File: src/rtl/lives_pkg.sv
// Shared types and constants for the lives counter.
// Holds the FSM state enum, BCD digit type and digit clamp helper.
package lives_pkg;

    typedef enum logic [1:0] {
        IDLE      = 2'd0,
        ACTIVE    = 2'd1,
        GAME_OVER = 2'd2
    } state_t;

    typedef logic [3:0] bcd_digit_t;

    localparam bcd_digit_t BCD_MAX = 4'd9;

    // Out-of-range BCD codes saturate to nine.
    function automatic bcd_digit_t clamp_bcd(input bcd_digit_t d);
        return (d > BCD_MAX) ? BCD_MAX : d;
    endfunction

endpackage

File: src/rtl/bcd_digit_down.sv
// Single BCD down-counting digit with load and borrow chaining.
// The digit moves only when enabled and a borrow arrives from below.
module bcd_digit_down
    import lives_pkg::*;
(
    input  logic       clk,
    input  logic       reset,
    input  logic       load,
    input  bcd_digit_t load_val,
    input  logic       dec_en,
    input  logic       borrow_in,
    output bcd_digit_t digit,
    output logic       borrow_out
);

    // A borrow ripples upward when this digit sits at zero.
    assign borrow_out = borrow_in & (digit == 4'd0);

    // Digit register: reset, load, or step down with wrap to nine.
    always_ff @(posedge clk) begin
        if (reset) begin
            digit <= 4'd0;
        end else if (load) begin
            digit <= load_val;
        end else if (dec_en && borrow_in) begin
            digit <= (digit == 4'd0) ? BCD_MAX : digit - 4'd1;
        end
    end

endmodule

File: src/rtl/lives_counter.sv
// Two-digit BCD lives counter with death-edge holdoff.
// Load arms the counter, deaths decrement it, win parks it in IDLE.
module lives_counter
    import lives_pkg::*;
#(
    parameter int HOLDOFF_CYCLES = 24
) (
    input  logic       clk,
    input  logic       reset,
    input  logic       load,
    input  logic [3:0] load_tens,
    input  logic [3:0] load_ones,
    input  logic       death,
    input  logic       win,
    output logic [3:0] tens,
    output logic [3:0] ones,
    output logic       active,
    output logic       game_over,
    output logic       dec_pulse
);

    localparam int HW = $clog2(HOLDOFF_CYCLES + 1);
    localparam logic [HW-1:0] HOLD_INIT = HW'(HOLDOFF_CYCLES);

    state_t        state;
    state_t        next_state;
    logic [HW-1:0] holdoff;
    logic [HW-1:0] next_holdoff;
    logic          death_q;
    logic          death_edge;
    bcd_digit_t    tens_ld;
    bcd_digit_t    ones_ld;
    logic          ones_borrow;
    logic          at_zero;
    logic          last_life;
    logic          dec;

    assign death_edge = death & ~death_q;
    assign tens_ld    = clamp_bcd(load_tens);
    assign ones_ld    = clamp_bcd(load_ones);
    assign last_life  = (tens == 4'd0) && (ones == 4'd1);

    // Lower-priority events lose to load and win; a zero count never steps.
    assign dec = (state == ACTIVE) && (holdoff == '0) && death_edge &&
                 !load && !win && !at_zero;

    bcd_digit_down u_ones (
        .clk        (clk),
        .reset      (reset),
        .load       (load),
        .load_val   (ones_ld),
        .dec_en     (dec),
        .borrow_in  (1'b1),
        .digit      (ones),
        .borrow_out (ones_borrow)
    );

    // The tens borrow-out is high only when the whole count reads 00.
    bcd_digit_down u_tens (
        .clk        (clk),
        .reset      (reset),
        .load       (load),
        .load_val   (tens_ld),
        .dec_en     (dec),
        .borrow_in  (ones_borrow),
        .digit      (tens),
        .borrow_out (at_zero)
    );

    // Next state and holdoff with load > win > death priority.
    always_comb begin
        next_state   = state;
        next_holdoff = (holdoff != '0) ? holdoff - HW'(1) : holdoff;
        if (load) begin
            next_holdoff = '0;
            if (tens_ld == 4'd0 && ones_ld == 4'd0) begin
                next_state = GAME_OVER;
            end else begin
                next_state = ACTIVE;
            end
        end else if (state == ACTIVE && win) begin
            next_state = IDLE;
        end else if (dec) begin
            next_holdoff = HOLD_INIT;
            if (last_life) begin
                next_state = GAME_OVER;
            end
        end
    end

    // State register with registered status decodes and strobe.
    always_ff @(posedge clk) begin
        if (reset) begin
            state     <= IDLE;
            holdoff   <= '0;
            death_q   <= 1'b0;
            active    <= 1'b0;
            game_over <= 1'b0;
            dec_pulse <= 1'b0;
        end else begin
            state     <= next_state;
            holdoff   <= next_holdoff;
            death_q   <= death;
            active    <= (next_state == ACTIVE);
            game_over <= (next_state == GAME_OVER);
            dec_pulse <= dec;
        end
    end

endmodule

File: config.mk
export PLATFORM = sky130hd
export DESIGN_NAME = lives_counter
export DESIGN_NICKNAME = d
export VERILOG_FILES = /design/src/rtl/lives_pkg.sv /design/src/rtl/bcd_digit_down.sv /design/src/rtl/lives_counter.sv
export SDC_FILE = /design/constraint.sdc
export NUM_CORES = 1
export LEC_CHECK = 0
export ABC_AREA = 1
export BUFFER_PORTS_ARGS = -buffer_cell sky130_fd_sc_hd__buf_4
export CORE_MARGIN = 4
export CORE_UTILIZATION = 40
export CTS_BUF_LIST = sky130_fd_sc_hd__clkbuf_4 sky130_fd_sc_hd__clkbuf_8
export CTS_CLUSTER_SIZE = 14
export DETAILED_ROUTE_END_ITERATION = 6
export PLACE_DENSITY = 0.72
export REMOVE_ABC_BUFFERS = 1
export SYNTH_ARGS = -nofsm -noshare
export SYNTH_HDL_FRONTEND = slang
export SYNTH_SLANG_ARGS = --single-unit
File: constraint.sdc
create_clock -name clk -period 3.7 [get_ports clk]
set_input_delay 0.37 -clock clk [delete_from_list [all_inputs] [get_ports clk]]
set_output_delay 0.37 -clock clk [all_outputs]
set_load 0.05 [all_outputs]
======== Yosys cells after proc, flatten, opt, wreduce, memory -nomap -nowiden ========
Index checks and enable logic that the tools add are counted.
word-level totals
  register bits ........................... 19
  bits of input ports ..................... 13
  output and inout bits ................... 11
  word-level logic and storage cells ...... 57
operators by class
  add/sub/neg operators ................... 3
  order comparisons ....................... 2
  equal/unequal tests ..................... 4
  multiplexer cells ....................... 16
  bitwise gates (word level) .............. 3
  reduce and logical (&&, ||, !) cells .... 21
operator list
  operator                                              number
  2-to-1 mux 4 bit                                      8
  zero test 4 bit                                       4
  2-to-1 mux 5 bit                                      3
  2-to-1 mux 2 bit                                      5
  logical AND 1 bit                                     9
  > comparator 4 bit (second input constant)            2
  subtractor 4 x 1 -> 4 bit (second input constant)     2
  zero test 5 bit                                       1
  nonzero test 5 bit                                    1
  subtractor 5 x 1 -> 5 bit (second input constant)     1
  equality test 2 x 1 -> 1 bit (second input constant)  2
  equality test 4 x 1 -> 1 bit (second input constant)  1
  nonzero test 2 bit                                    2
  zero test 1 bit                                       3
  AND 1 bit                                             2
  equality test 2 bit (second input constant)           1
  OR reduction 2 bit                                    1
  NOT 1 bit                                             1

======== Depth between registers and ports, before layout ========
Gate-level depths: netlist of the first run.
  word-level depth ........................ 10
  mapped depth ............................ 10
  gate-level depth less buffers ........... 10

======== Hierarchy ========
Synthesis of the first run repeated with hierarchy kept, for this count alone.
unflattened totals
  cells, all modules ...................... 180
  area, all modules ....................... 1241.2 um2
modules (own cells, without submodules)
  module          instances  cells each  area each (um2)  sequential area each (um2)
  lives_counter   1          102         705.7            220.2
  bcd_digit_down  2          39          267.8            80.1

======== Worst setup path before layout of the first run ========
Ideal clock, no wire load.
  path type ............................... flip-flop to flip-flop
  start ................................... reg u_tens.digit[0]
  end ..................................... reg active
  arrival time ............................ 1.421 ns
  required time ........................... 3.589 ns
  slack ................................... 2.168 ns
  cell stages (with the launch flop) ...... 10
  path buffers ............................ 0
  clock period less this slack ............ 1.532 ns
  cell sequence ........................... dfxtp_1 > nor2_2 > nand2_2 > clkinv_1 > nand2_2 > nand3_2 > nand3_1 > nand2_1 > nand2_1 > nor2_1
on the way
  cells in the longest elaborated chain, start to end .. 8
  elaborated cells between the ends (all ways) .. 10
  classes of those cells .................. eq/ne (1); mux (4); bitwise (1); reduce/logical (4)
ends and longest elaborated chain
  what                              RTL line                                   text
  start: declaration                bcd_digit_down.sv:12                       output bcd_digit_t digit,
  start signal: assignment          bcd_digit_down.sv:24                       digit <= load_val;
  start signal: assignment          bcd_digit_down.sv:26                       digit <= (digit == 4'd0) ? BCD_MAX : digit - 4'd1;
  zero test 4 bit (*)               bcd_digit_down.sv:17, lives_counter.sv:41
  AND 1 bit                         bcd_digit_down.sv:17                       assign borrow_out = borrow_in & (digit == 4'd0);
  zero test 1 bit                   lives_counter.sv:45                        !load && !win && !at_zero;
  logical AND 1 bit                 lives_counter.sv:45
  2-to-1 mux 2 bit (*)              lives_counter.sv:83                        end else if (dec) begin
  2-to-1 mux 2 bit (*)              lives_counter.sv:81                        end else if (state == ACTIVE && win) begin
  2-to-1 mux 2 bit (*)              lives_counter.sv:74                        if (load) begin
  equality test 2 x 1 -> 1 bit (*)  lives_counter.sv:104                       active <= (next_state == ACTIVE);
  end signal: assignment            lives_counter.sv:104
  end: declaration                  lives_counter.sv:17                        output logic active,
Every way passes the cells marked *; elsewhere a longest branch is shown, timed or not.
A chain may end at the register's enable or synchronous reset.

======== Final worst setup path of the first run ========
  start ................................... reg holdoff[0]
  end ..................................... reg u_tens.digit[1]
on the way
  cells in the longest elaborated chain, start to end .. 8
ends and longest elaborated chain
  what                            RTL line              text
  start: declaration              lives_counter.sv:27   logic [HW-1:0] holdoff;
  start signal: assignment        lives_counter.sv:102  holdoff <= next_holdoff;
  zero test 5 bit                 lives_counter.sv:44   assign dec = (state == ACTIVE) && (holdoff == '0) && death_edge &&
  logical AND 1 bit (3 in a row)  lives_counter.sv:44
  logical AND 1 bit (2 in a row)  lives_counter.sv:45
  logical AND 1 bit               bcd_digit_down.sv:25  end else if (dec_en && borrow_in) begin
  nonzero test 2 bit (no line)    -
No other way between the ends.

==> results of run 1 <==
## layout by cell type, fill, tap and decap left out, drive strengths merged
cell,netlist,layout
ha,2,2
buf,1,23
o21ai,12,12
o21a,1,1
o22ai,1,1
a21oi,10,10
xor2,4,4
clkbuf,0,3
nand3b,1,1
nand3,10,10
clkinv,1,2
dfxtp,19,19
o221ai,1,1
a31oi,1,1
nor2,31,31
nand2,30,30
o211ai,1,1
a211oi,1,1
nor3,2,2
inv,28,28
nand4,2,2
## worst max-delay path by stage
stage / startpoint / endpoint / slack, ns / cells past startpoint
finish: holdoff[0] / u_tens.digit[1] / 2.20 / 9
CTS: holdoff[0] / u_tens.digit[1] / 2.19 / 9
detailed placement: holdoff[0] / u_tens.digit[1] / 2.21 / 9
global route: holdoff[0] / u_tens.digit[2] / 2.03 / 9
global placement: load / u_tens.digit[2] / 2.28 / 9
floorplan: u_tens.digit[0] / active / 2.17 / 9
## where the power goes
part	internal, W	switching (W)	leakage, nW
sequential	0.000235	0.0000294	0.156
clock	0.0000403	0.0000637	0.0177
combinational	0.000123	0.000202	0.507
## per-layer routing
| metal | global-route usage, % | up-vias | wire length [µm] |
|---|---|---|---|
| met5 | 0 | - | 0 |
| met4 | 6.81 | 0 | 58 |
| met3 | 3.98 | 7 | 120 |
| met2 | 22.8 | 33 | 1090 |
| met1 | 19.7 | 479 | 1060 |
| li1 | - | 554 | - |
## state kept, by name (all words and copies together), names as in the netlist
| register | cells |
|---|---|
| holdoff | 5 |
| active | 1 |
| game_over | 1 |
| u_ones.digit | 4 |
| state | 2 |
| dec_pulse | 1 |
| u_tens.digit | 4 |
| death_q | 1 |
## synth_stat cells
cell      number
nand3_1        6
nor2_4         2
dfxtp_1       19
nand2_2        8
nand2_1       20
a21oi_2        1
a211oi_1       1
inv_2          3
o21a_1         1
nor2_8         1
o21ai_1        5
buf_4          1
nand3_4        1
nor3_1         2
ha_1           2
a31oi_1        1
o21ai_0        7
nand3_2        3
nor2_1        25
nand2_4        2
a21oi_1        9
nand3b_1       1
clkinv_1       1
o211ai_1       1
nor2_2         3
nand4_1        2
xor2_1         4
o221ai_1       1
inv_1         25
o22ai_1        1
## cell families (layout without fill, tap and decap cells)
family	count (synthesis)	count (layout)
simple gates	76	76
buf+inv	30	56
compound gates	28	28
flops	19	19
xor+xnor	4	4
fa+ha+maj	2	2
## metrics by stage
stage	total power (W)	instance area (µm²)	util (%)
after floorplan	0.000530	1120	-
final	0.000694	1360	52.8
after global routing	0.000759	1360	52.8
after global placement	0.000590	1330	51.7
after detailed placement	0.000597	1330	51.7
after CTS	0.000706	1360	52.8
## final cells by class
cell class / instances / area [µm²] / area share [%]
Sequential cell: 19 / 380 / 28.1
Multi-Input combinational cell: 110 / 628 / 46.4
Clock buffer: 3 / 22.5 / 1.66
Timing Repair Buffer: 23 / 173 / 12.7
Tap cell: 30 / 37.5 / 2.77
Inverter: 29 / 109 / 8.03
Clock inverter: 1 / 5.00 / 0.369
==> run metrics, run 1 <==
CTS Buffer Depth=2; Synth Area in Compound Gates=14.0%; nets=201; adder-cell share of the synthesized area=2.22%; critical path's slowest cell=dfxtp_1; mean number of vias per cell=4.99; Peak VDD IR=443 µV; Synth Register Bits=19; gate count of the mapped netlist=159; crit-path max FO=7; IO buf count=23; post-CTS setup buffer count=0; P&R area growth vs syn=20.5%; Root Driver=clkbuf_4; Hold Path Depth=2; Cell Pwr Density=512 nW/µm²; final setup TNS=0 ns; flop-to-flop setup slack=2.20 ns; # rows=18; Max-slew headroom=83.2%; Crit Path Class=register to register; Avg WL per Cell=10.9 µm; antenna violations before repair=0; largest family of logic cells by synthesized area=simple AND/OR/NAND/NOR gates; Leakage=0.681 nW; number of global-route vias before repair=1059; cell area after synthesis=1120 µm²; critical path's top delay family=simple AND/OR/NAND/NOR gates; global-route wire length before repair=4.28 mm; Tmin final=1.50 ns; H-tree levels=1; total track usage=14.9%; fillcell total=267; R2R cell count=9; placed insts=211; core area=2570 µm²; drt first pass iters=4; Finished Layout Cells=215; Clk Latency, worst-skew pair=0.30 ns; clock-pin slew on the worst setup and hold paths=0.11 ns; largest net degree at the start of global routing=12; Worst EP required=3.90 ns; Max Slew Vio Count=0; CTS sink cnt=19; Critical Path Start Type=register; HP Start=reset; TritonCTS Buffers=3; share of layout cells above drive strength 1=27.6%; multiplexer share of the synthesized area=0%; RSZ-0062 raised after global routing=false; vias post-DR=1073; die width=61.0 µm; Final Setup Violations=0; Critical Path End Type=register; Hold WS=0.278 ns; synth warn=0; final WL=2.34 mm; final setup margin=2.20 ns; dominant cell type by area after synthesis=dfxtp_1; Seq/Total Area, Yosys=33.8%; GRT Residual Overflow=0; crit share post-route=40.4%; Synth area leaders=dfxtp_1 34%, inv_1 8.3%, nor2_1 8.3%, nand2_1 6.7%, nand2_2 4.4%; r2r startpoint=holdoff[0]; Die ar.=3720 µm²; CTS tree=yes; Yosys cell types=30; Initial Util=43.8%; Resized Gates After CTS=0; area share of the largest cell type after synthesis=33.8%; CTS Hold Bufs=0; final hold viol count=0; status=finished clean; Worst Tran Pin Value=0.249 ns; WP data arrival=1.70 ns; die height=61.0 µm; CP max stage delay=0.31 ns; Final GP Congestion=0.931; average size of a mapped cell=7.07 µm²; Iter 0 DRT Violations=28; HP Class=input pin to register; DRC viols=0; # IOs=24; Post-Synth XOR/XNOR Area=3.11%; # Max-Cap Violations=0; simple-gate share of the synthesized area=36.5%; Post-DRT Antenna Nets=0; dpl ws=2.21 ns; Worst Hold End=death_q; antenna cells=0; skew final=0.00285 ns; DP HPWL=1.90 mm; cell mode on critical path=nor2_1; Worst R2R End=u_tens.digit[1]; worst-path cell chain=inv_1 -> ha_1 -> nand3_4 -> nor2_8 -> nand3_2 -> nand2_2 -> inv_2 -> nor2_1 -> nor2_1; CP bufs+invs=2; f_max=669 MHz
(Power assumes the default switching activity.)
==> run 2, diff against run 1 <==
clock period = 1.4 ns   (was 3.7 ns; I/O delays follow)
==> run 2 against run 1 <==
Cell area grew 2.9%; core utilization grew 1.5 points; hold slack lost 0.23 ns; worst setup slack lost 2.1 ns; combinational power grew to 2.9 times the previous value; fmax grew 15%; via count shrank 0.93%.
==> run metrics, run 2 (synthesized netlist as in run 1, its figures left out) <==
DP HPWL=1.87 mm; commonest non-fill, non-tap cells in the layout=25 x buf_4, 24 x inv_1, 24 x nor2_1; Largest Register=holdoff; Max-slew headroom=82.9%; Crit Path Class=register to register; share of layout cells above drive strength 1=32.6%; Worst Tran Pin Value=0.256 ns; Post-DRT Antenna Nets=0; P&R area growth vs syn=23.9%; r2r startpoint=holdoff[0]; RSZ-0062 raised after global routing=false; antenna cells=0; Finished Layout Cells=217; TritonCTS Buffers=3; skew final=0.00398 ns; Peak VDD IR=1190 µV; commonest non-fill, non-tap cell in the layout=buf_4; GRT Residual Overflow=0; Final Setup Violations=0; placed cell area=1340 µm²; Final GP Congestion=0.928; post-CTS setup buffer count=0; largest net degree at the start of global routing=12; final hold viol count=0; placed insts=213; Cell Pwr Density=1390 nW/µm²; vias post-DR=1063; Iter 0 DRT Violations=23; antenna violations before repair=0; drt first pass iters=4; WP data arrival=1.50 ns; die width=61.0 µm; Die ar.=3720 µm²; flop-to-flop setup slack=0.1 ns; dpl ws=0.0473 ns; Initial Util=43.8%; die height=61.0 µm; DRC viols=0; IO buf count=23; final setup margin=0.0996 ns; total power draw=0.00194 W; # IOs=24; f_max=769 MHz; status=finished clean; Hold Path Depth=3; # Max-Cap Violations=0; # rows=18; max reg flops=5; fin area=1390 µm²; H-tree levels=1; CTS sink cnt=19; CTS Buffer Depth=2; global-route wire length before repair=4.07 mm; CTS tree=yes; CTS Hold Bufs=0; crit-path max FO=6; Max Slew Vio Count=0; HP Start=death; final WL=2.35 mm; Worst EP required=1.60 ns; Critical Path Start Type=register; Leakage=0.692 nW; Tmin final=1.30 ns; Clk Latency, worst-skew pair=0.29 ns; fin util=54.3%; Avg WL per Cell=10.8 µm; clock-pin slew on the worst setup and hold paths=0.11 ns; number of global-route vias before repair=1027; mean number of vias per cell=4.90; crit share post-route=92.9%; nets=203; Worst R2R End=u_tens.digit[1]; HP Class=input pin to register; Root Driver=clkbuf_4; core area=2570 µm²; leading registers by flop count=holdoff (5), u_ones.digit (4), u_tens.digit (4); R2R cell count=9; Critical Path End Type=register; total track usage=14.3%; Worst Hold End=death_q
[run 2: per-layer routing]
| metal | routed length [µm] | global-route usage (%) | vias to the layer above |
|---|---|---|---|
| li1 | - | - | 562 |
| met1 | 1080 | 18.5 | 474 |
| met2 | 1130 | 23.1 | 25 |
| met3 | 118 | 3.77 | 2 |
| met4 | 17 | 4.95 | 0 |
| met5 | 0 | 0 | - |
[run 2: worst max path at each step]
stage,startpoint,endpoint,slack (ns),depth (start not counted)
floorplan,u_tens.digit[0],active,-0.13,9
global placement,holdoff[1],u_tens.digit[2],0.08,9
detailed placement,holdoff[1],u_tens.digit[0],0.05,9
CTS,holdoff[1],u_tens.digit[1],0.01,9
global route,u_tens.digit[2],game_over,0.003,10
finish,holdoff[0],u_tens.digit[1],0.1,9
[run 2: worst max-delay path: stages (launching register included)]
cell     delay [ns]
dfxtp_1        0.31
inv_1          0.08
ha_2           0.20
nand3_4        0.10
nor2_8         0.14
nand3_2        0.11
nand2_4        0.11
inv_2          0.05
nor2_1         0.08
nor2_1         0.05
[run 2: repair_timing]
action,4_1_cts,5_1_grt
setup endpoints to repair,0,13
resized for setup,0,11
hold endpoints to repair,0,0
[run 2: where the power goes]
group / switching (W) / internal (W)
Clock: 0.000167 / 0.000130
Combinational: 0.000543 / 0.000390
Sequential: 0.0000810 / 0.000628
Total: 0.000792 / 0.00115
[run 2: metrics by stage]
step	hold WS, ns	TNS [ns]
after global routing	0.0451	0
after CTS	0.0442	0
after global placement	0.355	0
after floorplan	0.212	-0.795
final	0.0529	0
after detailed placement	0.360	0
[run 2: area by class of cell]
type / instances / area [µm²]
clock buffer: 4 / 30.0
fill: 266 / 1170
inverter: 29 / 109
multi-input combinational: 110 / 643
sequential: 19 / 387
tap: 30 / 37.5
timing repair buffer: 25 / 188
==> run 3, diff against run 2 <==
PLACE_DENSITY = 0.71   (was 0.72)
SYNTH_HIERARCHICAL = 1   (was unset)
==> run 3 against run 2 <==
The flow now finishes with violations (negative setup slack); area after synthesis is 10% higher; die area rose by 9.0%; global-route usage is 0.51 points higher; sequential power shrank 2%; via count is 17% higher; core utilization increased by 6.6 points; sequential share of layout area down 5.5 points; critical path type unchanged; cell area increased by 25%; fmax down 15%; clock-buffer cell count down 1; critical endpoint is now u_tens/digit[2].
==> run metrics, run 3 <==
Finished Layout Cells=263; critical path's top delay family=simple AND/OR/NAND/NOR gates; max reg flops=5; HP Start=death; core area=2850 µm²; combinational share of power=58.6%; Leakage=0.861 nW; worst-path cell chain=nor2_4 -> nand2_2 -> nor2_2 -> inv_1 -> nor2_2 -> nor3_2 -> nand3_2 -> inv_4 -> nand2_4 -> nand2_4 -> o21ai_2 -> inv_1 -> a21oi_2; f_max=653 MHz; # rows=19; EDFF count, synth=0; vias post-DR=1242; area share of the largest cell type after synthesis=30.6%; clock-pin slew on the worst setup and hold paths=0.12 ns; share of layout cells above drive strength 1=47.4%; Worst EP required=1.65 ns; Post-DRT Antenna Nets=0; Critical Path Start Type=register; Hold Path Depth=3; final setup margin=-0.131 ns; # Max-Cap Violations=0; Worst setup startpoint=u_ones/digit[2]; die height=63.7 µm; fillcell total=265; H-tree levels=1; Clk Latency, worst-skew pair=0.31 ns; CP max stage delay=0.35 ns; antenna cells=0; skew final=0.00386 ns; CP bufs+invs=3; crit share post-route=109%; Crit Path Class=register to register; Tmin final=1.53 ns; GRT Residual Overflow=0; DRC viols=0; dominant cell type by area after synthesis=dfxtp_1; Peak VDD IR=505 µV; Worst Hold End=death_q; Cell Pwr Density=1370 nW/µm²; # IOs=24; Critical Path End Type=register; Initial Util=43.5%; most frequent cell after synthesis=inv_1; R2R cell count=13; commonest non-fill, non-tap cell in the layout=buf_4; nets=248; commonest non-fill, non-tap cells in the layout=49 x buf_4, 25 x inv_1, 21 x nand2_1; Seq/Total Area, Yosys=30.6%; number of global-route vias before repair=1160; crit-path max FO=5; CTS Buffer Depth=2; clock power share=12.3%; P&R area growth vs syn=40.0%; fin util=60.9%; antenna violations before repair=0; Post-synth top cells=26 x inv_1, 25 x nand2_1, 20 x nor2_1; Die ar.=4060 µm²; Worst R2R End=u_tens/digit[2]; failing checks=negative setup slack; global-route wire length before repair=4.91 mm; Avg WL per Cell=10.8 µm; Post-synth ARST share=0%; die width=63.7 µm; total track usage=14.8%; status=complete, but fails checks; largest net degree at the start of global routing=13; TritonCTS Buffers=3; Psw=0.00103 W; share of power burned in registers=29.1%; RSZ-0062 raised after global routing=true; dpl ws=-0.214 ns; CTS Hold Bufs=0; synth warn=6; Final GP Congestion=0.823; CTS tree=yes; Power Internal=0.00135 W; Root Driver=clkbuf_4; DP HPWL=2.16 mm; critical path's slowest cell=dfxtp_2; final hold viol count=0; flop-to-flop setup slack=-0.13 ns; mean number of vias per cell=4.72; dominant synthesized flop cell=dfxtp_1; WP data arrival=1.78 ns; final WL=2.85 mm; leading registers by flop count=holdoff (5), u_ones/digit (4), u_tens/digit (4); r2r startpoint=u_ones/digit[2]; IO buf count=23; Final Setup Violations=10; Largest Register=holdoff; cell area after synthesis=1240 µm²; Iter 0 DRT Violations=40; Yosys cell types=26; gate count of the mapped netlist=180; switching portion of total power=43.3%; drt first pass iters=4; Synth area leaders=dfxtp_1 31%, inv_1 7.9%, nand2_1 7.6%, nor2_1 6.0%, a21oi_1 4.4%; Synth Register Bits=19; average size of a mapped cell=6.90 µm²; placed insts=254; Max Slew Vio Count=0; HP Class=input pin to register; CTS sink cnt=19
## run 3: what timing repair did
action | 4_1_cts | 5_1_grt
setup endpoints to repair | 14 | 14
buffers inserted | 3 | 2
pin swaps | 17 | 19
gates resized for setup | 13 | 12
## run 3: metrics by stage
| stage | TNS, ns | cell area (µm²) | hold WS [ns] | power (W) |
|---|---|---|---|---|
| after floorplan | -5.81 | 1240 | 0.202 | 0.00164 |
| after global placement | -0.734 | 1610 | 0.369 | 0.00204 |
| after detailed placement | -1.35 | 1610 | 0.376 | 0.00205 |
| after CTS | -0.574 | 1690 | 0.0526 | 0.00236 |
| after global routing | -1.95 | 1740 | 0.0647 | 0.00256 |
| final | -0.700 | 1740 | 0.0505 | 0.00238 |
## run 3: cell families (layout without fill, tap and decap cells)
logic type	count (synthesis)	in the layout	share of synthesized area, %
AND/OR/NAND/NOR	81	81	35.8
buffers and inverters	38	89	11.5
AO/OA/AOI/OAI	35	35	16.9
flip-flops	19	19	30.6
XOR/XNOR	4	4	2.82
adder cells (fa/ha/maj)	2	2	2.02
other	1	2	0.302
## run 3: cell type report
cell class | instances | area, µm² | area share [%]
inverters | 36 | 138 | 7.92
multi-input cells | 124 | 779 | 44.9
clock inverters | 1 | 5.00 | 0.288
clock buffers | 3 | 22.5 | 1.30
flip-flops and latches | 19 | 387 | 22.2
well taps | 31 | 38.8 | 2.23
repair buffers | 49 | 368 | 21.2
## run 3: power groups by stage
stage | Combinational (W) | Sequential, W | Clock (W)
final | 0.00140 | 0.000693 | 0.000294
after global routing | 0.00154 | 0.000706 | 0.000318
after CTS | 0.00138 | 0.000688 | 0.000296
after detailed placement | 0.00135 | 0.000698 | 0
after global placement | 0.00134 | 0.000696 | 0
after floorplan | 0.000856 | 0.000786 | 0
## run 3: routing by layer
layer,part of all wire (%),global-route usage (%),up-vias
li1,-,-,664
met3,4.0,1.95,5
met1,48,19.9,543
met5,0,0,-
met4,2.3,8.63,0
met2,46,22.7,30
## run 3: worst register-to-register path, stage by stage (launching register included)
cell	delay, ns
dfxtp_2	0.35
nor2_4	0.11
nand2_2	0.08
nor2_2	0.10
inv_1	0.06
nor2_2	0.13
nor3_2	0.05
nand3_2	0.10
inv_4	0.06
nand2_4	0.09
nand2_4	0.07
o21ai_2	0.11
inv_1	0.06
a21oi_2	0.11
## run 3: worst max path at each step
stage | to | slack (ns) | cells after the start
final | u_tens/digit[2] | -0.13 | 13
after detailed placement | u_tens/digit[2] | -0.21 | 13
after floorplan | u_tens/digit[3] | -0.52 | 14
after global routing | u_ones/digit[2] | -0.22 | 13
after CTS | u_tens/digit[2] | -0.12 | 13
after global placement | u_tens/digit[2] | -0.11 | 13
